<file path="src/rtl/updown_mod_counter.sv">
// updown_mod_counter: synchronous up/down modulo-MODULUS counter with load, clear, terminal count and one-shot stop
// Define COUNTER_GRAY_OUT_EN to add count_gray, a registered binary-reflected Gray copy of count.
module updown_mod_counter #(
    parameter int WIDTH = 8,
    parameter longint unsigned MODULUS = 256
) (
    input  logic             clk,
    input  logic             reset_n,
    input  logic             en,
    input  logic             up,
    input  logic             load,
    input  logic [WIDTH-1:0] load_val,
    input  logic             clear,
    input  logic             oneshot,
    output logic [WIDTH-1:0] count,
    output logic             tc,
    output logic             wrap,
    output logic             done
`ifdef COUNTER_GRAY_OUT_EN
    ,
    output logic [WIDTH-1:0] count_gray
`endif
);
    typedef enum logic {RUN, DONE} state_t;
    localparam logic [WIDTH-1:0] MAX = WIDTH'(MODULUS - 1);
    state_t state, state_nx;
    logic [WIDTH-1:0] count_nx;
    logic wrap_nx, stop;
    assign tc = up ? (count == MAX) : (count == '0);
    assign stop = tc && oneshot;
    always_comb begin
        count_nx = count;
        state_nx = state;
        wrap_nx = 1'b0;
        if (clear) begin
            count_nx = '0;
            state_nx = RUN;
        end else if (load) begin
            count_nx = (64'(load_val) >= 64'(MODULUS)) ? MAX : load_val;
            state_nx = RUN;
        end else if (en && state == RUN) begin
            wrap_nx = tc;
            state_nx = stop ? DONE : RUN;
            count_nx = stop ? count : tc ? (up ? '0 : MAX) : (up ? count + 1'b1 : count - 1'b1);
        end
    end
    always_ff @(posedge clk or negedge reset_n)
        if (!reset_n) begin
            count <= '0;
            state <= RUN;
            wrap <= 1'b0;
            done <= 1'b0;
        end else begin
            count <= count_nx;
            state <= state_nx;
            wrap <= wrap_nx;
            done <= (state_nx == DONE);
        end
`ifdef COUNTER_GRAY_OUT_EN
    always_ff @(posedge clk or negedge reset_n)
        if (!reset_n)
            count_gray <= '0;
        else
            count_gray <= count_nx ^ (count_nx >> 1);
`endif
endmodule

</file>
<file path="config.mk">
export PLATFORM = sky130hd
export DESIGN_NAME = updown_mod_counter
export DESIGN_NICKNAME = d
export VERILOG_FILES = /design/src/rtl/updown_mod_counter.sv
export SDC_FILE = /design/constraint.sdc
export NUM_CORES = 1
export LEC_CHECK = 0
export CAP_MARGIN = 30
export CORE_ASPECT_RATIO = 0.7
export CORE_UTILIZATION = 40
export CTS_CLUSTER_DIAMETER = 80
export DETAILED_ROUTE_END_ITERATION = 12
export GPL_TIMING_DRIVEN = 0
export PLACE_DENSITY = 0.78
export SLEW_MARGIN = 20
export SYNTH_ARGS = -nofsm -noshare
export SYNTH_HDL_FRONTEND = slang
export SYNTH_SLANG_ARGS = --single-unit
export TNS_END_PERCENT = 10
</file>
<file path="constraint.sdc">
create_clock -name clk -period 3 [get_ports clk]
set_clock_uncertainty 0.15 [all_clocks]
set_input_delay 0.6 -clock clk [delete_from_list [all_inputs] [get_ports clk]]
set_output_delay 0.6 -clock clk [all_outputs]
set_load 0.02 [all_outputs]
</file>
-- Word-level counts from Yosys, hierarchy flattened
Cells that the tools add are included.
- add/sub/neg operators: 2
- equal/unequal tests: 2
- mux-type cells: 15
- bitwise logic cells: 1
- reduce and logical (&&, ||, !) cells: 5
- operators by type and width (cell ; count):
    2-to-1 mux 8 bit ; 7
    adder 8 x 1 -> 8 bit (second input constant) ; 1
    == test 8 bit (second input constant) ; 1
    zero test 8 bit ; 1
    2-to-1 mux 1 bit ; 8
    subtractor 8 x 1 -> 8 bit (second input constant) ; 1
    != test 3 bit (second input constant) ; 1
    nonzero test 3 bit ; 1
    logical AND 1 bit ; 2
    AND reduction 2 bit ; 1
    NOT 1 bit ; 1
- register bits: 10
- bits of input ports: 15
- output and inout bits: 11
- logic and storage cells: 28

-- Longest topological paths before layout
- word-level depth: 7
- gate-level depth with buffers: 7
- mapped depth without buffers: 7

-- Least setup slack after synthesis
OpenSTA, ideal clock, no wires.
- kind: input to register
- start: input port up
- end: register count[7]
- library setup time: 121 ps
- arrival: 2114 ps
- data required time: 2729 ps
- setup slack: 615 ps
- cell stages on the path: 7
- path buffers: 0
- path through: inv_1 > ha_1 > a211oi_1 > o21ai_0 > a31o_2 > a32o_1 > a22o_1
- word-level cells in the longest chain between the ends: 6
- elaborated cells between the ends (all ways): 11
- those cells by class: 1 x eq/ne; 8 x mux; 2 x reduce/logical
- ends and longest elaborated chain (element ; line ; source):
    start: declaration ; 10 ; input logic up,
    2-to-1 mux 8 bit / 2-to-1 mux 1 bit (equally long branches) ; 44, 29 ;
    2-to-1 mux 8 bit (2 in a row) ; 44 ; count_nx = stop ? count : tc ? (up ? '0 : MAX) : (up ? count + 1'b1 : count - 1'b1);
    2-to-1 mux 8 bit ; 41 ; end else if (en && state == RUN) begin
    2-to-1 mux 8 bit ; 38 ; end else if (load) begin
    2-to-1 mux 8 bit ; 35 ; if (clear) begin
    end signal: assignment ; 54 ; count <= count_nx;
    end: declaration ; 15 ; output logic [WIDTH-1:0] count,
Several ways; a longest one is shown, not always the timed one. The select of a mux whose other input is x is not followed.
A chain may end at the register's enable or synchronous reset.

-- Final worst setup path
- start: input port up
- end: output port tc
- word-level cells in the longest chain between the ends: 1
- ends and longest elaborated chain (element ; line ; source):
    2-to-1 mux 1 bit ; 29 ; assign tc = up ? (count == MAX) : (count == '0);
    end: declaration ; 16 ; output logic tc,
Every way passes these cells.

==> flow_metrics.env <==
export IMPL_dp_hpwl_mm=1.932
export IMPL_cts_root_buf="clkbuf_4"
export IMPL_synth_edf_count=0
export IMPL_routedWlPerCell_um=15.28
export IMPL_hold_viol_final=0
export IMPL_synthToLayoutAreaGrowth_pct=34.30
export IMPL_hold_path_class="reg2reg"
export IMPL_ys_ff_latch=10
export IMPL_synth_top_cells_by_count="10 x dfrtp_1, 10 x inv_1, 8 x nand2_1, 7 x a21oi_1"
export IMPL_startpoint_type="input port"
export IMPL_overflow=0
export IMPL_fin_nets=157
export IMPL_syn_area_per_cell_um2=8.615
export IMPL_diodes=0
export IMPL_port_buffers=25
export IMPL_vias=909
export IMPL_drt_initial_drc_count=22
export IMPL_period_needed_ns=2.909
export IMPL_critPathMaxStageDelay_ns=0.44
export IMPL_vdd_drop_max_uv=221.9
export IMPL_yosysTopAreaCell="dfrtp_1"
export IMPL_cp_num_buf_inv=2
export IMPL_finalPower_uw=516.6
export IMPL_cts_resized=4
export IMPL_ctsHoldBuffers=0
export IMPL_path_cells="dlygate4sd2_1, or4_4, or3_1, nand2_1, clkdlybuf4s15_2"
export IMPL_dieArea_mm2=0.002459
export IMPL_start_util=0.4559
export IMPL_post_cts_buffers=0
export IMPL_drive_gt1_frac=0.09023
export IMPL_critPathSlowestCell="or4_4"
export IMPL_grt_max_degree=11
export IMPL_drc_errors=0
export IMPL_die_w_um=58.84
export IMPL_die_height_um=41.79
export IMPL_netlist_instances=105
export IMPL_core_mm2=0.001984
export IMPL_critPathArrivalTime_ns=2.16
export IMPL_cts_htree_levels=1
export IMPL_gr_usage_all_layers=0.2208
export IMPL_grt_pass1_wl_mm=4.002
export IMPL_fin_tns_setup_ns=0
export IMPL_ys_seq_area_frac=0.2766
export IMPL_period_share=0.9698
export IMPL_setup_violations=0
export IMPL_yosys_warnings=0
export IMPL_tritoncts="done"
export IMPL_clk_pin_slew_ns=0.07
export IMPL_p_leak_nw=0.5342
export IMPL_relSlewSlack=0.6468
export IMPL_tightest_slew_ns=0.5298
export IMPL_synth_top_cell_area_share=0.2766
export IMPL_max_cap_violations=0
export IMPL_clk_latency_ns=0.28
export IMPL_antenna_left=0
export IMPL_first_pass_iters=4
export IMPL_viasPerCell=5.577
export IMPL_synth_nets=127
export IMPL_antenna_found_initial=0
export IMPL_postLayoutCoreUtil=0.6122
export IMPL_fin_area_mm2=0.001215
export IMPL_synth_async_sr_flop_share=1.000
export IMPL_place_area_mm2=0.001192
export IMPL_synth_ff_type="dfrtp_1"
export IMPL_clockBufferDepth=2
export IMPL_cpLargestDelayFamily="simple AND/OR/NAND/NOR gates"
export IMPL_ys_types=39
export IMPL_cp_required_ns=2.25
export IMPL_synthesis_area_um2=904.6
export IMPL_power_density_mw_per_mm2=425.2
export IMPL_cts_buffers_inserted=3
export IMPL_routed_wl_mm=2.491
export IMPL_gp_congestion=0.7859
export IMPL_rsz0062_at_grt="false"
export IMPL_grt_pass1_vias=899
export IMPL_setup_worst_path_class="in2out"
export IMPL_clock_sink_count=10
export IMPL_synthTopCellsByArea="dfrtp_1 28%, ha_1 8.3%, a22o_1 4.8%, xnor2_1 4.8%, inv_1 4.1%"
export IMPL_fmax_mhz=343.7
export IMPL_status="finished, final reports clean"
export IMPL_holdWs_ns=0.4354
export IMPL_worstSetupEndpointType="output pin"
export IMPL_io_pins=26
export IMPL_row_count=13
export IMPL_cp_max_fo=5
export IMPL_maxSlewViolCount=0
cell usage in the layout (no fill, tap or decap), types with 2 or more instances in the layout:
cell	netlist	routed
nor2_1	6	6
nand2_1	8	8
nand3_1	2	2
clkbuf_4	0	3
clkdlybuf4s50_1	0	23
o21a_1	2	2
or3_1	2	2
nor3_1	4	4
a22o_1	5	5
inv_1	10	10
o211ai_1	2	2
or2_2	2	2
ha_1	6	6
a21oi_1	7	7
o21ai_0	6	6
xnor2_1	5	5
nand2b_1	2	2
a221o_1	2	2
or4_4	2	2
and3_1	2	2
dfrtp_1	10	10
per-stage QoR:
step	setup slack (ns)	cells
finish	0.09066	163
CTS	0.09326	163
global placement	-0.4871	160
detailed placement	-0.4921	160
floorplan	0.6147	105
global route	0.02471	163
tightest hold or removal path, delay by kind of cell (launching register included):
kind               cells  cell delay [ns]
DFF                    1             0.42
and+or+nand+nor        1             0.06
AOI/OAI and AO/OA      1             0.06
state kept, by name, indices dropped and copies added, names as in the netlist:
signal / flops
count: 8
wrap: 1
state: 1
logic make-up after synthesis:
| kind of cell | Yosys count | share of synthesized area |
|---|---|---|
| adders and majority gates | 7 | 0.1051 |
| buffers and inverters | 12 | 0.05809 |
| xor gates and xnor gates | 6 | 0.05809 |
| and+or+nand+nor | 34 | 0.2033 |
| AOI/OAI and AO/OA | 35 | 0.2877 |
| muxes | 1 | 0.01107 |
| DFF | 10 | 0.2766 |
routing by layer:
layer	share of wire	up-vias	track usage
li1	-	443	-
met1	0.48	424	0.2759
met2	0.44	38	0.3705
met3	0.070	4	0.06231
met4	0.0072	0	0.05714
met5	0	-	0
worst paths after layout:
| check | start | end | slack [ns] | cells after the start |
|---|---|---|---|---|
| worst max-delay path | up | tc | 0.09 | 5 |
| worst min-delay path | count[3]$_DFFE_PN0P_ | count[3]$_DFFE_PN0P_ | 0.44 | 2 |
| worst max register to register | count[5]$_DFFE_PN0P_ | count[5]$_DFFE_PN0P_ | 0.53 | 6 |
| worst min register to register | count[3]$_DFFE_PN0P_ | count[3]$_DFFE_PN0P_ | 0.44 | 2 |
| max in group asynchronous | reset_n | count[7]$_DFFE_PN0P_ | 1.89 | 1 |
| min in group asynchronous | reset_n | count[3]$_DFFE_PN0P_ | 0.49 | 1 |
layout make-up:
type                       count  area (µm²)
tap                           30       37.54
buffer                         2       15.01
clock buffer                   3       22.52
inverter                      10       37.54
sequential                    10       250.2
multi-input combinational     83       601.8
timing repair buffer          25       250.2
fill                         198       769.5
power breakdown:
group / switching, mW / internal, mW
logic: 0.126 / 0.123
clock network: 0.0503 / 0.0465
registers: 0.0215 / 0.149
total: 0.198 / 0.319
No activity file was read; power rests on OpenSTA's default activity.
